**src/rtl/fpu_hazard_pkg.sv**
```systemverilog
// Shared constants for the FPU hazard controller: forwarding select codes,
// default iterative-unit latencies and the per-operand hazard result type.
package fpu_hazard_pkg;

  localparam logic [1:0] FWD_RF = 2'd0;
  localparam logic [1:0] FWD_LD = 2'd1;
  localparam logic [1:0] FWD_FP = 2'd2;

  localparam int DIV_LAT_DEF  = 16;
  localparam int SQRT_LAT_DEF = 16;

  typedef struct packed {
    logic       stall;
    logic [1:0] fwd;
  } op_hz_t;

endpackage

```
**src/rtl/fpu_stage_track.sv**
```systemverilog
// Destination tracker for the DEPTH-stage FPU pipe: e1 captures the ID
// destination every cycle; a bubble is simply a cleared write enable.
module fpu_stage_track
  import fpu_hazard_pkg::*;
#(
  parameter int DEPTH = 3,
  parameter int AW    = 5
) (
  input  logic                i_clk,
  input  logic                i_clr,
  input  logic [AW-1:0]       i_fd,
  input  logic                i_we,
  output logic [DEPTH*AW-1:0] o_e_n,
  output logic [DEPTH-1:0]    o_e_w
);

  logic [DEPTH-1:0][AW-1:0] r_n;
  logic [DEPTH-1:0]         r_w;

  always_ff @(posedge i_clk or posedge i_clr) begin
    if (i_clr) begin
      r_n <= '0;
      r_w <= '0;
    end else begin
      r_n[0] <= i_fd;
      r_w[0] <= i_we;
      for (int k = 1; k < DEPTH; k++) begin
        r_n[k] <= r_n[k-1];
        r_w[k] <= r_w[k-1];
      end
    end
  end

  assign o_e_n = r_n;
  assign o_e_w = r_w;

endmodule

```
**src/rtl/fpu_hazard_ctrl.sv**
```systemverilog
// FP hazard/scoreboard controller: ID stall and fs/ft forwarding selects over a
// DEPTH-stage FPU pipe plus one iterative div/sqrt unit. FPU_LOAD_FWD_EN enables MEM load forwarding.
module fpu_hazard_ctrl
  import fpu_hazard_pkg::*;
#(
  parameter int DEPTH    = 3,
  parameter int AW       = 5,
  parameter int DIV_LAT  = DIV_LAT_DEF,
  parameter int SQRT_LAT = SQRT_LAT_DEF,
  parameter int CW       = 5
) (
  input  logic                i_clk,
  input  logic                i_clr,
  input  logic [AW-1:0]       i_id_fs,
  input  logic [AW-1:0]       i_id_ft,
  input  logic                i_id_use_fs,
  input  logic                i_id_use_ft,
  input  logic                i_id_fop,
  input  logic                i_id_ldiv,
  input  logic                i_id_lsqrt,
  input  logic                i_id_wf,
  input  logic [AW-1:0]       i_id_fd,
  input  logic                i_ex_lwc1,
  input  logic [AW-1:0]       i_ex_ld_rt,
  input  logic                i_mem_lwc1,
  input  logic [AW-1:0]       i_mem_ld_rt,
  output logic                o_stall,
  output logic [1:0]          o_fwd_a,
  output logic [1:0]          o_fwd_b,
  output logic [DEPTH*AW-1:0] o_e_n,
  output logic [DEPTH-1:0]    o_e_w,
  output logic                o_lu_busy,
  output logic                o_lu_done,
  output logic [AW-1:0]       o_lu_wn,
  output logic [CW-1:0]       o_lu_cnt
);

  if (DIV_LAT <= DEPTH) begin : g_bad_div_lat
    $error("fpu_hazard_ctrl: DIV_LAT must be greater than DEPTH");
  end
  if (SQRT_LAT <= DEPTH) begin : g_bad_sqrt_lat
    $error("fpu_hazard_ctrl: SQRT_LAT must be greater than DEPTH");
  end
  if ((64'd1 << CW) <= 64'(DIV_LAT) || (64'd1 << CW) <= 64'(SQRT_LAT)) begin : g_bad_cw
    $error("fpu_hazard_ctrl: CW too narrow for iterative-unit latency");
  end

  logic [DEPTH*AW-1:0] w_e_n;
  logic [DEPTH-1:0]    w_e_w;
  logic [CW-1:0]       r_lu_cnt;
  logic [AW-1:0]       r_lu_wn;
  logic                w_lu_busy;
  logic                w_lu_issue;
  logic                w_struct;
  logic                w_stall;
  op_hz_t              w_hz_a;
  op_hz_t              w_hz_b;

  assign w_lu_busy = (r_lu_cnt != '0);

  // Youngest producer wins: EX load, MEM load, e1..e(DEPTH-1), eDEPTH, iterative unit.
  function automatic op_hz_t resolve(input logic [AW-1:0] x, input logic use_x);
    op_hz_t h;
    logic   mid;
    h.stall = 1'b0;
    h.fwd   = FWD_RF;
    mid     = 1'b0;
    for (int k = 0; k < DEPTH - 1; k++)
      mid = mid | (w_e_w[k] && (w_e_n[k*AW +: AW] == x));
    if (use_x) begin
      if (i_ex_lwc1 && (i_ex_ld_rt == x)) begin
        h.stall = 1'b1;
      end else if (i_mem_lwc1 && (i_mem_ld_rt == x)) begin
`ifdef FPU_LOAD_FWD_EN
        h.fwd = FWD_LD;
`else
        h.stall = 1'b1;
`endif
      end else if (mid) begin
        h.stall = 1'b1;
      end else if (w_e_w[DEPTH-1] && (w_e_n[(DEPTH-1)*AW +: AW] == x)) begin
        h.fwd = FWD_FP;
      end else if (w_lu_busy && (r_lu_wn == x)) begin
        h.stall = 1'b1;
      end
    end
    return h;
  endfunction

  always_comb begin
    w_hz_a   = resolve(i_id_fs, i_id_use_fs);
    w_hz_b   = resolve(i_id_ft, i_id_use_ft);
    w_struct = (i_id_fop | i_id_ldiv | i_id_lsqrt) & w_lu_busy;
    w_stall  = ~i_clr & (w_hz_a.stall | w_hz_b.stall | w_struct);
  end

  assign w_lu_issue = (i_id_ldiv | i_id_lsqrt) & ~w_stall;

  fpu_stage_track #(
    .DEPTH (DEPTH),
    .AW    (AW)
  ) u_track (
    .i_clk (i_clk),
    .i_clr (i_clr),
    .i_fd  (i_id_fd),
    .i_we  (i_id_wf & i_id_fop & ~w_stall),
    .o_e_n (w_e_n),
    .o_e_w (w_e_w)
  );

  // Iterative unit can only be issued while idle, so a load never overlaps a countdown.
  always_ff @(posedge i_clk or posedge i_clr) begin
    if (i_clr) begin
      r_lu_cnt <= '0;
      r_lu_wn  <= '0;
    end else if (w_lu_issue) begin
      r_lu_cnt <= i_id_ldiv ? CW'(DIV_LAT) : CW'(SQRT_LAT);
      r_lu_wn  <= i_id_fd;
    end else if (w_lu_busy) begin
      r_lu_cnt <= r_lu_cnt - 1'b1;
    end
  end

  assign o_stall   = w_stall;
  assign o_fwd_a   = i_clr ? FWD_RF : w_hz_a.fwd;
  assign o_fwd_b   = i_clr ? FWD_RF : w_hz_b.fwd;
  assign o_e_n     = w_e_n;
  assign o_e_w     = w_e_w;
  assign o_lu_busy = w_lu_busy;
  assign o_lu_done = (r_lu_cnt == CW'(1));
  assign o_lu_wn   = r_lu_wn;
  assign o_lu_cnt  = r_lu_cnt;

endmodule

```
**config.mk**
```make
export PLATFORM = sky130hd
export DESIGN_NAME = fpu_hazard_ctrl
export DESIGN_NICKNAME = d
export VERILOG_FILES = /design/src/rtl/fpu_hazard_pkg.sv /design/src/rtl/fpu_stage_track.sv /design/src/rtl/fpu_hazard_ctrl.sv
export SDC_FILE = /design/constraint.sdc
export NUM_CORES = 1
export LEC_CHECK = 0
export ABC_AREA = 1
export CAP_MARGIN = 5
export CORE_MARGIN = 2
export CORE_UTILIZATION = 46
export DETAILED_ROUTE_END_ITERATION = 7
export PLACE_DENSITY = 0.87
export SYNTH_ARGS = -nofsm -noshare
export SYNTH_HDL_FRONTEND = slang
export SYNTH_SLANG_ARGS = --single-unit
export TNS_END_PERCENT = 5
```
**constraint.sdc**
```tcl
create_clock -name i_clk -period 2.4 [get_ports i_clk]
set_input_delay 0.48 -clock i_clk [delete_from_list [all_inputs] [get_ports i_clk]]
set_output_delay 0.48 -clock i_clk [all_outputs]
set_load 0.1 [all_outputs]
```
==> impl_results.md <==
- Worst hold-check path type: register to register
- Clock Latency Late Sink: 0.28 ns
- Routed Antenna Nets: 0
- LEAKAGE: 1.712 nW
- Vias: 2484
- Hold-fix buffers, CTS: 0
- Ys flop type: dfrtp_1
- Setup Skew: 0.008326 ns
- Initial Util: 47.22%
- Period utilisation layout: 99.15%
- Chip width: 70.63 um
- PwrDens: 811.4 mW/mm^2
- Die footprint: 0.004988 mm^2
- WS Path Type: register to primary output
- Overall power: 2.585 mW
- Critical path required time: 1.92 ns
- Wirelength per Cell: 14.80 um
- Fillers: 344
- Commonest cells after routing, fill and taps aside: 125 x nand2_1, 54 x buf_4, 42 x nor2_1, 30 x inv_1, 17 x dfrtp_4
- Initial antenna violation count: 0
- Fmax: 0.4202 GHz
- Vias/cell: 5.197
- Vias in the first global route: 2241
- CP Max Fanout: 4
- Async S/R FF share, synth: 100.0%
- CP Launch Type: register
- All-Layer GR Usage: 26.83%
- Max Root-Sink Buffers: 2
- Setup violations, final: 0
- Io pins: 70
- Most common cell after layout, fill and taps aside: nand2_1
- # port buffers: 67
- Core Box Area: 0.004324 mm^2
- CP max stage delay: 0.49 ns
- WP buf/inv: 2
- DRC viols: 0
- Layout Nets: 465
- CTS tree: built
- Max-cap viol count: 0
- Synth warn: 0
- Final Wtd Congestion: 0.8917
- Gr ovfl total: 0
- Root Buffer: clkbuf_8
- Global-route wire length before repair: 10570 um
- Final Critical Period: 2.380 ns
- Placed wire-length estimate: 5159 um
- Layout area overhead: 56.01%
- DRT Pass-1 Iters: 5
- Crit-path cells: inv_1 -> ha_2 -> nand3_4 -> nand3_2 -> nor3_2 -> nand2_1 -> nand2_2 -> nand2_4 -> nand2_8 -> buf_12
- Post-Syn Area: 0.002042 mm^2
- Worst-path clk slew: 0.10 ns
- Avg Synthesized Cell Area: 6.188 um^2
- Critical Path End Type: primary output
- Post-route insts no fill: 478
- Crit path max-delay cell type: dfrtp_4
- Cells after DPL: 468
- Worst EP arrival: 1.90 ns
- Seq/Total Area, Yosys: 34.31%
- Antenna fix cells: 0
- Status: finished clean
- Drt first-iter violations: 204
- Peak VDD IR: 0.7768 mV
- Post-Route WL: 7074 um
- Htree depth: 1
- Delay-heaviest family, CP: simple AND/OR/NAND/NOR gates
- Largest net degree at the start of global routing: 29
- Number of cell rows: 24
- Share of cells above drive strength 1: 32.86%
- Register bit total from synthesis: 28
- Chip height: 70.63 um
- Clock sink count: 28
- Cells after synthesis: 330
- Distinct cells, synth: 27
- Final hold violation count: 0
- Slew Viols, Final: 0
- Total CTS buffers: 3
- Post-synth EDFFs: 0
- Final Util: 73.67%
## layer usage
layer	part of all wire [%]	vias to the layer above	GRT usage [%]
li1	-	1196	-
met1	41	1144	37.77
met2	48	124	43.40
met3	7.5	20	3.419
met4	3.2	0	8.386
met5	0	-	0
## where the power goes
part	total [mW]	internal, mW	switching [mW]
Combinational	1.53	0.433	1.10
Clock	0.375	0.223	0.151
Sequential	0.676	0.570	0.106
## area by class of cell
cell class,count,area [um^2],share of cell area (%)
clock buffer,3,41.29,1.296
clock inverter,1,30.03,0.9427
inverter,48,196.4,6.167
multi-input combinational,251,1249,39.20
sequential,28,772.0,24.23
tap,52,65.06,2.042
timing repair buffer,95,832.0,26.12
## cells in the mapped netlist, types with 3 or more instances
master / count / area (um^2)
a21oi_1: 3 / 15.01
nor2_1: 44 / 165.2
dfrtp_1: 28 / 700.7
nand2_1: 130 / 488.0
nand3_1: 13 / 65.06
o21ai_1: 5 / 25.02
inv_2: 8 / 30.03
inv_1: 40 / 150.1
xnor2_1: 3 / 26.28
nor2_2: 6 / 37.54
nand4_1: 6 / 37.54
o21ai_0: 19 / 95.09
ha_1: 3 / 37.54
xor2_1: 6 / 52.55
## timing repair
item                       CTS  global route
pin swaps                    9            16
setup endpoints to repair    3             3
resized for setup           41            29
buffers inserted             1             5
## final timing paths
| kind | from | to | slack [ns] | cells past startpoint |
|---|---|---|---|---|
| min reg2reg | u_track.o_e_w[0] | u_track.o_e_w[1] | 0.43 | 0 |
| max reg2reg | o_lu_cnt[1] | o_lu_wn[3] | 0.41 | 12 |
| min | u_track.o_e_w[0] | u_track.o_e_w[1] | 0.43 | 0 |
| max in group asynchronous | i_clr | u_track.o_e_n[1] | 1.61 | 4 |
| min in group asynchronous | i_clr | o_lu_cnt[3] | 0.49 | 4 |
| max | o_lu_cnt[1] | o_stall | 0.02 | 10 |
## kinds of logic after synthesis
group                    Yosys count  share of synthesized area, %
flip-flops                        28                         34.31
adder cells (fa/ha/maj)            3                         1.838
other                              1                        0.1836
XOR/XNOR                           9                         3.861
AO/OA/AOI/OAI                     29                         7.353
AND/OR/NAND/NOR                  208                         42.40
buffers and inverters             52                         10.05
## flip-flops by register name (all words and copies together), names as in the netlist
name           count
u_track.o_e_n     15
o_lu_cnt           5
o_lu_wn            5
u_track.o_e_w      3
## per-stage QoR
stage	setup slack, ns	hold WS (ns)	setup TNS (ns)	area, um^2
3_3_place_gp	-0.4309	0.4066	-3.105	3022
4_1_cts	-0.02225	0.4374	-0.02225	3118
3_5_place_dp	-0.4291	0.4125	-3.244	3022
6_report	0.02037	0.4335	0	3186
5_1_grt	-0.05740	0.4514	-0.05740	3186
2_1_floorplan	-0.1124	0.5114	-0.1938	2166
Power figures use the tool's default switching activity.
